===== src/rtl/fetch_pkg.sv =====
// Shared definitions for the instruction fetch sequencer: state encoding and
// default widths / timeout.
package fetch_pkg;

  localparam int unsigned ADDR_W_DEFAULT  = 16;
  localparam int unsigned DATA_W_DEFAULT  = 16;
  localparam int unsigned TIMEOUT_DEFAULT = 15;

  typedef enum logic [1:0] {
    StIdle   = 2'd0,
    StFetch  = 2'd1,
    StIssue  = 2'd2,
    StHalted = 2'd3
  } state_e;

endpackage


===== src/rtl/fetch_watchdog.sv =====
// Fetch watchdog: counts cycles spent waiting for a memory ack and flags the
// cycle on which the wait limit is reached.
module fetch_watchdog #(
  parameter int unsigned TIMEOUT = 15
) (
  input  logic clk,
  input  logic reset,
  input  logic clear,
  input  logic count_en,
  output logic expired
);

  localparam int unsigned CntW = $clog2(TIMEOUT + 1);

  logic [CntW-1:0] cnt_q, cnt_d;

  // Expired combinationally on the TIMEOUT-th counted cycle, so the caller can
  // act in that same cycle.
  assign expired = count_en && (cnt_q == CntW'(TIMEOUT - 1));

  // Next count: clear wins, otherwise count while enabled.
  always_comb begin
    cnt_d = cnt_q;
    if (clear) begin
      cnt_d = '0;
    end else if (count_en && !expired) begin
      cnt_d = cnt_q + 1'b1;
    end
  end

  // Counter register with synchronous active-low reset.
  always_ff @(posedge clk) begin
    if (!reset) begin
      cnt_q <= '0;
    end else begin
      cnt_q <= cnt_d;
    end
  end

endmodule


===== src/rtl/fetch_sequencer.sv =====
// Instruction fetch sequencer: drives an external program counter, issues
// memory fetches, and hands instructions downstream with a valid/ready pair.
module fetch_sequencer
  import fetch_pkg::*;
#(
  parameter int unsigned ADDR_W  = ADDR_W_DEFAULT,
  parameter int unsigned DATA_W  = DATA_W_DEFAULT,
  parameter int unsigned TIMEOUT = TIMEOUT_DEFAULT
) (
  input  logic              clk,
  input  logic              reset,
  input  logic              run,
  input  logic              halt,
  input  logic [ADDR_W-1:0] pc_out,
  output logic              pc_rst,
  output logic              pc_load,
  output logic              pc_inc,
  output logic [ADDR_W-1:0] pc_in,
  output logic              mem_req,
  output logic [ADDR_W-1:0] mem_addr,
  input  logic              mem_ack,
  input  logic [DATA_W-1:0] mem_rdata,
  output logic              instr_valid,
  input  logic              instr_ready,
  output logic [DATA_W-1:0] instr,
  output logic [ADDR_W-1:0] instr_pc,
  input  logic              branch_valid,
  input  logic [ADDR_W-1:0] branch_target,
  output logic [15:0]       fetch_count,
  output logic              err
);

  state_e state_q, state_d;
  logic   accept;
  logic   wd_clear, wd_count, wd_expired;

  // The PC clears on the same edge that resets this block.
  assign pc_rst = ~reset;

  // Watchdog is held clear outside FETCH, so every FETCH entry starts at zero.
  assign wd_clear = (state_q != StFetch);
  assign wd_count = reset && (state_q == StFetch) && !mem_ack;

  fetch_watchdog #(
    .TIMEOUT (TIMEOUT)
  ) u_watchdog (
    .clk      (clk),
    .reset    (reset),
    .clear    (wd_clear),
    .count_en (wd_count),
    .expired  (wd_expired)
  );

  // Next-state and strobe outputs; everything is gated off while in reset.
  always_comb begin
    state_d     = state_q;
    mem_req     = 1'b0;
    mem_addr    = '0;
    pc_inc      = 1'b0;
    pc_load     = 1'b0;
    pc_in       = '0;
    instr_valid = 1'b0;
    accept      = 1'b0;
    unique case (state_q)
      StIdle: begin
        if (run) state_d = StFetch;
      end
      StFetch: begin
        mem_req  = 1'b1;
        mem_addr = pc_out;
        if (mem_ack) begin
          pc_inc  = 1'b1;
          state_d = StIssue;
        end else if (wd_expired) begin
          state_d = StHalted;
        end
      end
      StIssue: begin
        instr_valid = 1'b1;
        if (instr_ready) begin
          accept = 1'b1;
          // Redirect is taken with acceptance regardless of halt/run.
          if (branch_valid) begin
            pc_load = 1'b1;
            pc_in   = branch_target;
          end
          if (halt)     state_d = StHalted;
          else if (run) state_d = StFetch;
          else          state_d = StIdle;
        end
      end
      StHalted: begin
        state_d = StHalted;
      end
      default: state_d = StIdle;
    endcase
    if (!reset) begin
      state_d     = StIdle;
      mem_req     = 1'b0;
      mem_addr    = '0;
      pc_inc      = 1'b0;
      pc_load     = 1'b0;
      pc_in       = '0;
      instr_valid = 1'b0;
      accept      = 1'b0;
    end
  end

  // State, captured instruction, acceptance counter and sticky error.
  always_ff @(posedge clk) begin
    if (!reset) begin
      state_q     <= StIdle;
      instr       <= '0;
      instr_pc    <= '0;
      fetch_count <= '0;
      err         <= 1'b0;
    end else begin
      state_q <= state_d;
      if (pc_inc) begin
        instr    <= mem_rdata;
        instr_pc <= pc_out;
      end
      if (accept) fetch_count <= fetch_count + 16'd1;
      if (wd_expired) err <= 1'b1;
    end
  end

endmodule


===== config.mk =====
export PLATFORM = sky130hd
export DESIGN_NAME = fetch_sequencer
export DESIGN_NICKNAME = d
export VERILOG_FILES = /design/src/rtl/fetch_pkg.sv /design/src/rtl/fetch_watchdog.sv /design/src/rtl/fetch_sequencer.sv
export SDC_FILE = /design/constraint.sdc
export NUM_CORES = 1
export LEC_CHECK = 0
export CORE_MARGIN = 2
export CORE_UTILIZATION = 28
export DETAILED_ROUTE_END_ITERATION = 8
export HOLD_SLACK_MARGIN = 0.03
export MAX_ROUTING_LAYER = met4
export PLACE_DENSITY = 0.68
export SYNTH_ARGS = -nofsm -noshare
export SYNTH_HDL_FRONTEND = slang
export SYNTH_HIERARCHICAL = 1
export SYNTH_SLANG_ARGS = --single-unit

===== constraint.sdc =====
create_clock -name clk -period 4.09 [get_ports clk]
set_input_delay 0.409 -clock clk [delete_from_list [all_inputs] [get_ports clk]]
set_output_delay 0.409 -clock clk [all_outputs]
set_load 0.005 [all_outputs]

==> results of run 1 <==
[stage by stage]
step | power, mW | setup WS [ns] | util, %
3_3_place_gp | 0.741 | 0.950 | 45.5
2_1_floorplan | 0.632 | 2.01 | -
4_1_cts | 1.13 | 0.963 | 46.9
3_5_place_dp | 0.744 | 0.857 | 45.5
6_report | 1.11 | 0.958 | 46.9
5_1_grt | 1.17 | 0.793 | 46.9
[flip-flops by register name, indices dropped and copies added, names as in the netlist]
name	count
fetch_count	16
instr	16
instr_pc	16
u_watchdog/cnt_q	4
state_q	2
err	1
[layout by cell type, fill, tap and decap left out, types with 3 or more instances in the layout]
cell type                         netlist  layout
sky130_fd_sc_hd__a21oi_1               45      45
sky130_fd_sc_hd__and2_1                 4       4
sky130_fd_sc_hd__and3_1                36      36
sky130_fd_sc_hd__clkbuf_8               0       6
sky130_fd_sc_hd__clkdlybuf4s50_1        0     140
sky130_fd_sc_hd__dfxtp_1               55      55
sky130_fd_sc_hd__ha_1                   3       3
sky130_fd_sc_hd__inv_1                  5       5
sky130_fd_sc_hd__nand2_1               71      71
sky130_fd_sc_hd__nand3_1                8       8
sky130_fd_sc_hd__nand4_1                6       6
sky130_fd_sc_hd__nor2_1                15      15
sky130_fd_sc_hd__nor3_1                 4       4
sky130_fd_sc_hd__o21ai_0                4       4
sky130_fd_sc_hd__o31ai_1                3       3
sky130_fd_sc_hd__or4_1                  3       3
sky130_fd_sc_hd__xor2_1                 7       7
[power groups by stage]
stage / Clock, mW / Combinational, mW / Sequential [mW]
3_5_place_dp: 0 / 0.171 / 0.573
2_1_floorplan: 0 / 0.0584 / 0.574
3_3_place_gp: 0 / 0.168 / 0.573
6_report: 0.383 / 0.168 / 0.561
4_1_cts: 0.397 / 0.171 / 0.561
5_1_grt: 0.418 / 0.186 / 0.563
[cell type report]
cell class                      instances  area, um^2  area share, %
Clock buffer                            6        82.6           2.05
Clock inverter                          2        38.8          0.962
Inverter                                6        22.5          0.559
Multi-Input combinational cell        230        1230           30.6
Sequential cell                        55        1100           27.3
Tap cell                              108         135           3.35
Timing Repair Buffer                  142        1420           35.1
[metal layers]
metal  global-route usage [%]  share of wire, %
met1                     18.2                45
met2                     24.8                47
met5                        -                 0
met3                     4.60               7.8
met4                     3.31              0.90
[worst reg2reg max path: stages, from the launching register on]
cell,delay (ns)
sky130_fd_sc_hd__dfxtp_1,0.38
sky130_fd_sc_hd__and2b_1,0.56
sky130_fd_sc_hd__inv_1,0.15
sky130_fd_sc_hd__nor3_1,0.57
sky130_fd_sc_hd__and4_2,0.34
sky130_fd_sc_hd__o21a_1,0.13
sky130_fd_sc_hd__o32ai_1,0.07
sky130_fd_sc_hd__nor2_1,0.08
[cells by family after synthesis]
family / after synthesis / synth area share [%]
xor+xnor: 8 / 2.86
mux: 1 / 0.408
compound gates: 58 / 12.9
simple gates: 160 / 32.6
buf+inv: 28 / 4.84
flops: 55 / 44.9
fa+ha+maj: 3 / 1.53
[worst max path at each step]
stage / slack (ns) / endpoint / start / depth (start not counted)
after floorplan: 2.01 / state_q[1] / state_q[1] / 9
after global placement: 0.95 / state_q[1] / reset / 7
after detailed placement: 0.86 / state_q[1] / reset / 7
after CTS: 0.96 / pc_rst / reset / 3
after global routing: 0.79 / pc_inc / reset / 4
final: 0.96 / pc_rst / reset / 3
==> metrics.log, run 1 <==
[metrics] Critical Path Slowest Stage Cell: sky130_fd_sc_hd__inv_2
[metrics] Seq pwr share: roughly half
[metrics] sink of the worst hold path: instr_pc[12]
[metrics] largest net degree at the start of global routing: between 50 and 60
[metrics] routed len/inst: approximately 13 um
[metrics] final cell count without fillers: roughly 550
[metrics] #FFs+latches synth: 55
[metrics] critical path start-end classification: in -> out
[metrics] RSZ-0062 raised after global routing: no
[metrics] global-route wire length before repair: around 12000 um
[metrics] post-detailed-route via-to-cell ratio: between 4 and 5
[metrics] Startpoint Class: input port
[metrics] cell taking the most area after synthesis: sky130_fd_sc_hd__dfxtp_1
[metrics] sequential-to-total area share from yosys stat: between 40 and 50%
[metrics] critical path required time: ~3.7 ns
[metrics] number of port buffers: 140
[metrics] netlist area before placement: 0.00245 mm^2
[metrics] grt total ovfl: 0
[metrics] static leakage: between 1.5 and 2 nW
[metrics] CTS root buf: sky130_fd_sc_hd__clkbuf_8
[metrics] share of the clock period used by the worst path: 76.6%
[metrics] largest stage delay on the critical path: between 0.8 and 0.9 ns
[metrics] Max FO, Critical Path: 54
[metrics] path type of the worst min-delay path: reg -> reg
[metrics] count of hold buffers inserted by post-cts repair: 0
[metrics] Final min period: ~3.1 ns
[metrics] hold slack: 0.457 ns
[metrics] number of global-route vias before repair: roughly 2500
[metrics] number of warnings printed during yosys synthesis: 6
[metrics] total number of clock tree sinks: 55
[metrics] hold violation total from the final report: 0
[metrics] Die Outline Area: 0.00953 mm^2
[metrics] worst r2r path cells: 7
[metrics] Worst Tran Pin Value: roughly 1.1 ns
[metrics] kind of cell with the highest combined delay on the critical path: buffers and inverters
[metrics] number of H-tree branching levels: 2
[metrics] overall routed net length: about 7000 um
[metrics] most area-consuming cells after synthesis: sky130_fd_sc_hd__dfxtp_1 (45%), sky130_fd_sc_hd__nand2_1 (11%), sky130_fd_sc_hd__a21oi_1 (9.2%)
[metrics] count of cells resized by post-cts repair: 0
[metrics] setup-violating endpoint count in the final report: 0
[metrics] Worst Hold Depth: 2
[metrics] placed cell areas: just under 0.004 mm^2
[metrics] number of instances in the synthesized netlist: 313
[metrics] Die W: between 90 and 100 um
[metrics] average size of a mapped cell: around 7.8 um^2
[metrics] final count of pins violating max slew: 0
[metrics] achievable clock frequency: around 320 MHz
[metrics] Fin Setup TNS: 0 ns
[metrics] ANT nets after route: 0
[metrics] max-cap check violation count: 0
[metrics] fraction of power consumed by the clock network: about a third
[metrics] switch share: 23.2%
[metrics] buffers inserted by post-CTS timing repair: 0
[metrics] clock tree from TritonCTS: done
[metrics] final non-filler cell area: roughly 0.0040 mm^2
[metrics] worst min-delay path startpoint: instr_pc[12]
[metrics] register-to-register setup slack: approximately 1.8 ns
[metrics] top_reg_cell synth: sky130_fd_sc_hd__dfxtp_1
[metrics] global-route usage over all layers: 15.1%
[metrics] Synth top area share: 44.9%
[metrics] portion of total power attributed to combinational logic: between 10% and 20%
[metrics] area growth from synthesis to final layout: 64.3%
[metrics] outcome: completed
[metrics] detailed-placement wirelength estimate: 5190 um
[metrics] Worst-Skew Late Latency: 0.31 ns
[metrics] number of detailed-routing iterations run before antenna repair: 4
[metrics] DRT iter0 DRCs: 77
[metrics] buffer depth of the longest clock path: 2
[metrics] CP Data Arrival Time: roughly 2.7 ns
[metrics] net switching component of the power: roughly 260 uW
[metrics] number of synthesized flops with an enable pin: 0
[metrics] launch instance of the worst register-to-register path: state_q[1]
[metrics] clock transition at the registers of the reported paths: approximately 0.1 ns
[metrics] net count after synthesis: 371
[metrics] routed vias: about 2600
[metrics] cts bufs inserted: 5
[metrics] ant diodes: 0
[metrics] CORE AREA: roughly 0.0086 mm^2
[metrics] share of async-settable or async-resettable flops after synthesis: 0%
[metrics] most frequently used cell type in the post-synthesis netlist: sky130_fd_sc_hd__nand2_1
[metrics] effective utilization at floorplan: between 20% and 30%
[metrics] power density cells: around 280 mW/mm^2
[metrics] worst flop-to-flop path endpoint: state_q[1]
[metrics] clock skew after layout: around 0.011 ns
[metrics] share of cells above drive strength 1: 3.85%
[metrics] boundary pin count: 141
[metrics] placed cells: between 500 and 600
[metrics] Total Nets Final: approximately 500
[metrics] fillcell total: ~860
[metrics] chain of cells forming the critical path: clkdlybuf4s50_1 -> inv_2 -> clkdlybuf4s50_1
[metrics] internal power: 855 uW
[metrics] number of remaining DRC errors: 0
[metrics] Post-synth top cells: sky130_fd_sc_hd__nand2_1 (71), sky130_fd_sc_hd__dfxtp_1 (55), sky130_fd_sc_hd__a21oi_1 (45), sky130_fd_sc_hd__and3_1 (36), sky130_fd_sc_hd__nor2_1 (15)
[metrics] buffering stage count on the worst path with inverters included: 3
[metrics] final weighted congestion of routability-driven global placement: 0.756
[metrics] most common cell type on the critical path: sky130_fd_sc_hd__clkdlybuf4s50_1
[metrics] DIE HEIGHT: between 90 and 100 um
[metrics] initial antenna violation count: 0
[metrics] worst slew margin relative to its limit: between 20 and 30%
[metrics] critical path endpoint category: output port
[metrics] count of unique library cells instantiated by Yosys: 37
[metrics] number of standard-cell rows in the floorplan: 34
[metrics] Worst IR Drop VDD: approximately 0.15 mV
No activity file was read; power rests on OpenSTA's default activity.
==> run 2, diff against run 1 <==
--- a/config.mk
+++ b/config.mk
@@ -10,7 +10,7 @@
 export DETAILED_ROUTE_END_ITERATION = 8
 export HOLD_SLACK_MARGIN = 0.03
 export MAX_ROUTING_LAYER = met4
-export PLACE_DENSITY = 0.68
+export PLACE_DENSITY = 0.7
 export SYNTH_ARGS = -nofsm -noshare
 export SYNTH_HDL_FRONTEND = slang
 export SYNTH_HIERARCHICAL = 1
==> constraint.sdc (replaced) <==
create_clock -name clk -period 2.7 [get_ports clk]
set_input_delay 0.27 -clock clk [delete_from_list [all_inputs] [get_ports clk]]
set_output_delay 0.27 -clock clk [all_outputs]
set_load 0.005 [all_outputs]
==> metrics.log, run 2 (synthesis gave the netlist of run 1 again) <==
[metrics] outcome: completed
[metrics] path type of the worst min-delay path: reg -> reg
[metrics] area growth from synthesis to final layout: 65.7%
[metrics] routed vias: roughly 2600
[metrics] Worst-Skew Late Latency: approximately 0.31 ns
[metrics] clock skew after layout: 0.0194 ns
[metrics] biggest registers after layout: fetch_count (16), instr (16), instr_pc (16)
[metrics] routed len/inst: ~13 um
[metrics] final weighted congestion of routability-driven global placement: between 0.7 and 0.8
[metrics] boundary pin count: 141
[metrics] share of cells above drive strength 1: under 10%
[metrics] static leakage: 1.55 nW
[metrics] clock tree from TritonCTS: done
[metrics] max-cap check violation count: 0
[metrics] number of remaining DRC errors: 0
[metrics] count of cells resized by post-cts repair: 0
[metrics] top library cells by usage in the layout, fill and taps aside: sky130_fd_sc_hd__clkdlybuf4s50_1 (140), sky130_fd_sc_hd__nand2_1 (71), sky130_fd_sc_hd__dfxtp_1 (55), sky130_fd_sc_hd__a21oi_1 (45), sky130_fd_sc_hd__and3_1 (36)
[metrics] critical path endpoint category: output port
[metrics] Worst Hold Depth: 2
[metrics] DIE HEIGHT: 97.6 um
[metrics] ANT nets after route: 0
[metrics] Total Nets Final: 504
[metrics] number of H-tree branching levels: 2
[metrics] ant diodes: 0
[metrics] buffers inserted by post-CTS timing repair: 0
[metrics] Die W: around 98 um
[metrics] Final min period: around 2.4 ns
[metrics] effective utilization at floorplan: approximately 29%
[metrics] critical path start-end classification: reg -> out
[metrics] global-route wire length before repair: ~12000 um
[metrics] number of global-route vias before repair: 2493
[metrics] detailed-placement wirelength estimate: 5400 um
[metrics] DRT iter0 DRCs: 62
[metrics] hold violation total from the final report: 0
[metrics] commonest non-fill, non-tap cell in the layout: sky130_fd_sc_hd__clkdlybuf4s50_1
[metrics] initial antenna violation count: 0
[metrics] overall routed net length: 7190 um
[metrics] clock transition at the registers of the reported paths: roughly 0.11 ns
[metrics] achievable clock frequency: between 400 and 500 MHz
[metrics] number of detailed-routing iterations run before antenna repair: 4
[metrics] total number of clock tree sinks: 55
[metrics] RSZ-0062 raised after global routing: no
[metrics] buffer depth of the longest clock path: 2
[metrics] fillcell total: about 840
[metrics] setup-violating endpoint count in the final report: 0
[metrics] worst slew margin relative to its limit: 65.0%
[metrics] CP Data Arrival Time: ~2.1 ns
[metrics] share of the clock period used by the worst path: roughly 87%
[metrics] count of hold buffers inserted by post-cts repair: 0
[metrics] core occupancy in the finished layout: between 40% and 50%
[metrics] number of port buffers: 140
[metrics] power density cells: ~400 mW/mm^2
[metrics] Max FO, Critical Path: 19
[metrics] hold slack: ~0.46 ns
[metrics] critical path required time: between 2 and 2.5 ns
[metrics] CORE AREA: 0.00859 mm^2
[metrics] Fin Setup TNS: 0 ns
[metrics] post-detailed-route via-to-cell ratio: 4.72
[metrics] Die Outline Area: roughly 0.0095 mm^2
[metrics] worst r2r path cells: 5
[metrics] Worst IR Drop VDD: roughly 0.24 mV
[metrics] largest net degree at the start of global routing: 34
[metrics] final count of pins violating max slew: 0
[metrics] cts bufs inserted: 5
[metrics] global-route usage over all layers: between 15 and 20%
[metrics] CTS root buf: sky130_fd_sc_hd__clkbuf_8
[metrics] Worst Tran Pin Value: ~0.53 ns
[metrics] grt total ovfl: 0
[metrics] number of standard-cell rows in the floorplan: 34
[metrics] Startpoint Class: flop
run 2: final cells by class:
type	count	area, um^2	share of cell area, %
repair buffers	148	1460	35.9
multi-input cells	230	1230	30.3
flip-flops and latches	55	1100	27.1
well taps	108	135	3.32
clock buffers	6	72.6	1.79
clock inverters	2	38.8	0.954
inverters	6	22.5	0.554
run 2: layer usage:
layer	vias up	track usage, %	share of wire (%)
met5	-	-	0
met4	0	2.78	1.2
met3	8	3.38	5.9
li1	1335	-	-
met1	1185	19.0	45
met2	94	25.8	48
run 2: final timing paths:
path	from	end	slack, ns
worst min register to register	instr_pc[10]	instr_pc[10]	0.46
worst max-delay path	state_q[1]	pc_inc	0.35
worst max register to register	state_q[1]	fetch_count[14]	0.60
worst min-delay path	instr_pc[10]	instr_pc[10]	0.46
run 2: report_power, final:
part           switching (mW)  internal [mW]  leakage [nW]
clock                   0.261          0.281        0.0558
sequential             0.0152          0.835         0.446
combinational           0.105          0.159          1.05
run 2: per-stage QoR:
step / setup slack, ns / total power [mW] / cells / cell area (um^2)
final: 0.347 / 1.66 / 555 / 4070
after global routing: 0.148 / 1.75 / 555 / 4070
after CTS: 0.345 / 1.68 / 555 / 4070
after detailed placement: 0.287 / 1.13 / 547 / 3950
after global placement: 0.403 / 1.13 / 547 / 3950
after floorplan: 0.615 / 0.958 / 313 / 2450
run 2: worst max-delay path: stages (launching register included):
cell	delay [ns]
sky130_fd_sc_hd__dfxtp_1	0.39
sky130_fd_sc_hd__and2b_1	0.56
sky130_fd_sc_hd__nand2_1	0.13
sky130_fd_sc_hd__nor2_1	0.14
sky130_fd_sc_hd__clkdlybuf4s50_1	0.55
==> run 3, diff against run 2 <==
--- a/config.mk
+++ b/config.mk
@@ -10,7 +10,8 @@
 export DETAILED_ROUTE_END_ITERATION = 8
 export HOLD_SLACK_MARGIN = 0.03
 export MAX_ROUTING_LAYER = met4
-export PLACE_DENSITY = 0.7
+export PLACE_DENSITY = 0.68
+export SKIP_CTS_REPAIR_TIMING = 1
 export SYNTH_ARGS = -nofsm -noshare
 export SYNTH_HDL_FRONTEND = slang
 export SYNTH_HIERARCHICAL = 1
==> constraint.sdc (replaced) <==
create_clock -name clk -period 2.9 [get_ports clk]
set_input_delay 0.29 -clock clk [delete_from_list [all_inputs] [get_ports clk]]
set_output_delay 0.29 -clock clk [all_outputs]
set_load 0.005 [all_outputs]
==> metrics.log, run 3 (synthesis gave the netlist of run 1 again) <==
[metrics] outcome: completed
[metrics] Die W: just under 100 um
[metrics] endpoint of the worst setup timing path: mem_req
[metrics] effective utilization at floorplan: approximately 29%
[metrics] hold violation total from the final report: 0
[metrics] worst r2r path cells: 5
[metrics] Startpoint Class: flop
[metrics] CP Data Arrival Time: 2.07 ns
[metrics] path type of the worst min-delay path: reg -> reg
[metrics] global-route usage over all layers: between 10% and 20%
[metrics] ANT nets after route: 0
[metrics] achievable clock frequency: 423 MHz
[metrics] critical path start-end classification: reg -> out
[metrics] area of the multi-input gates: roughly 0.0012 mm^2
[metrics] biggest registers after layout: fetch_count (16), instr (16), instr_pc (16)
[metrics] post-detailed-route via-to-cell ratio: approximately 4.7
[metrics] largest stage delay on the critical path: 0.58 ns
[metrics] register area: 0.00110 mm^2
[metrics] cts bufs inserted: 5
[metrics] global-route wire length before repair: 11600 um
[metrics] number of H-tree branching levels: 2
[metrics] DIE HEIGHT: 97.6 um
[metrics] core occupancy in the finished layout: between 40% and 50%
[metrics] number of detailed-routing iterations run before antenna repair: 4
[metrics] routed len/inst: approximately 13 um
[metrics] overall routed net length: ~7000 um
[metrics] Worst-Skew Late Latency: 0.30 ns
[metrics] share of cells above drive strength 1: approximately 4.5%
[metrics] grt total ovfl: 0
[metrics] fillcell total: 861
[metrics] total stage count of the critical path: 4
[metrics] Fin Setup TNS: 0 ns
[metrics] clock skew after layout: approximately 0.0075 ns
[metrics] Die Outline Area: roughly 0.0095 mm^2
[metrics] kind of cell with the highest combined delay on the critical path: simple AND/OR/NAND/NOR gates
[metrics] RSZ-0062 raised after global routing: no
[metrics] CTS root buf: sky130_fd_sc_hd__clkbuf_8
[metrics] final count of pins violating max slew: 0
[metrics] number of global-route vias before repair: approximately 2400
[metrics] Max FO, Critical Path: 19
[metrics] max-cap check violation count: 0
[metrics] area growth from synthesis to final layout: 65.9%
[metrics] routed vias: 2624
[metrics] power density cells: around 400 mW/mm^2
[metrics] final weighted congestion of routability-driven global placement: ~0.76
[metrics] total number of clock tree sinks: 55
[metrics] Worst IR Drop VDD: 0.224 mV
[metrics] Total Nets Final: between 500 and 600
[metrics] CORE AREA: 0.00859 mm^2
[metrics] register-to-register setup slack: a little under 0.8 ns
[metrics] worst slew margin relative to its limit: between 60% and 70%
[metrics] Final min period: between 2 and 2.5 ns
[metrics] ant diodes: 0
[metrics] commonest non-fill, non-tap cell in the layout: sky130_fd_sc_hd__clkdlybuf4s50_1
[metrics] DRT iter0 DRCs: just under 70
[metrics] number of remaining DRC errors: 0
[metrics] top library cells by usage in the layout, fill and taps aside: sky130_fd_sc_hd__clkdlybuf4s50_1 (140), sky130_fd_sc_hd__nand2_1 (71), sky130_fd_sc_hd__dfxtp_1 (55), sky130_fd_sc_hd__a21oi_1 (45), sky130_fd_sc_hd__and3_1 (36)
[metrics] setup-violating endpoint count in the final report: 0
[metrics] static leakage: 1.55 nW
[metrics] clock tree from TritonCTS: done
[metrics] detailed-placement wirelength estimate: a little over 5000 um
[metrics] buffering stage count on the worst path with inverters included: 2
[metrics] clock transition at the registers of the reported paths: 0.10 ns
[metrics] number of standard-cell rows in the floorplan: 34
[metrics] chain of cells forming the critical path: and2b_1 -> inv_1 -> nor2_1 -> clkdlybuf4s50_1
[metrics] boundary pin count: 141
[metrics] launch instance of the worst register-to-register path: state_q[1]
[metrics] initial antenna violation count: 0
[metrics] worst flop-to-flop path endpoint: fetch_count[12]
[metrics] share of the clock period used by the worst path: roughly 81%
[metrics] Critical Path Slowest Stage Cell: sky130_fd_sc_hd__and2b_1
[metrics] buffer depth of the longest clock path: 2
[metrics] Worst Tran Pin Value: between 0.5 and 0.6 ns
[metrics] largest net degree at the start of global routing: 34
[metrics] critical path required time: between 2 and 3 ns
[metrics] number of port buffers: 140
[metrics] origin of the worst setup path: state_q[1]
[metrics] critical path endpoint category: output port
## run 3: routing by layer
layer	up-vias	GRT usage [%]	part of all wire, %
met5	-	-	0
met4	0	2.56	0.44
met3	2	4.39	6.2
met2	88	24.9	47
met1	1202	18.5	47
li1	1332	-	-
## run 3: final cells by class
class | instances | share of cell area (%)
clock buffer | 6 | 1.78
clock inverter | 2 | 1.48
inverter | 6 | 0.553
multi-input combinational | 230 | 30.3
sequential | 55 | 27.0
tap | 108 | 3.32
timing repair buffer | 146 | 35.5
## run 3: report_power, final
part	total (mW)	switching, mW	internal [mW]
logic	0.243	0.0967	0.146
registers	0.791	0.0138	0.777
clock network	0.584	0.238	0.345
total	1.62	0.349	1.27
## run 3: worst min path at each step
stage | startpoint | endpoint | slack, ns | cells after the start
floorplan | mem_rdata[0] | instr[0] | 0.43 | 2
CTS | instr_pc[15] | instr_pc[15] | 0.46 | 2
global route | instr[7] | instr[7] | 0.48 | 2
finish | instr_pc[8] | instr_pc[8] | 0.46 | 2
detailed placement | instr_pc[15] | instr_pc[15] | 0.45 | 2
global placement | instr_pc[5] | instr_pc[5] | 0.44 | 2
## run 3: per-stage QoR
step	total power, mW	instances	instance area, um^2	hold WS [ns]	setup slack [ns]
2_1_floorplan	0.892	313	2450	0.426	0.815
3_3_place_gp	1.05	545	3940	0.442	0.500
4_1_cts	1.64	553	4070	0.462	0.546
3_5_place_dp	1.05	545	3940	0.447	0.488
5_1_grt	1.70	553	4070	0.477	0.326
6_report	1.62	553	4070	0.459	0.537
## run 3: worst min-delay path: cells and delay by family, from the launching register on
kind	cells	cell delay, ns
AO/OA/AOI/OAI	1	0.05
flip-flops	1	0.32
AND/OR/NAND/NOR	1	0.05
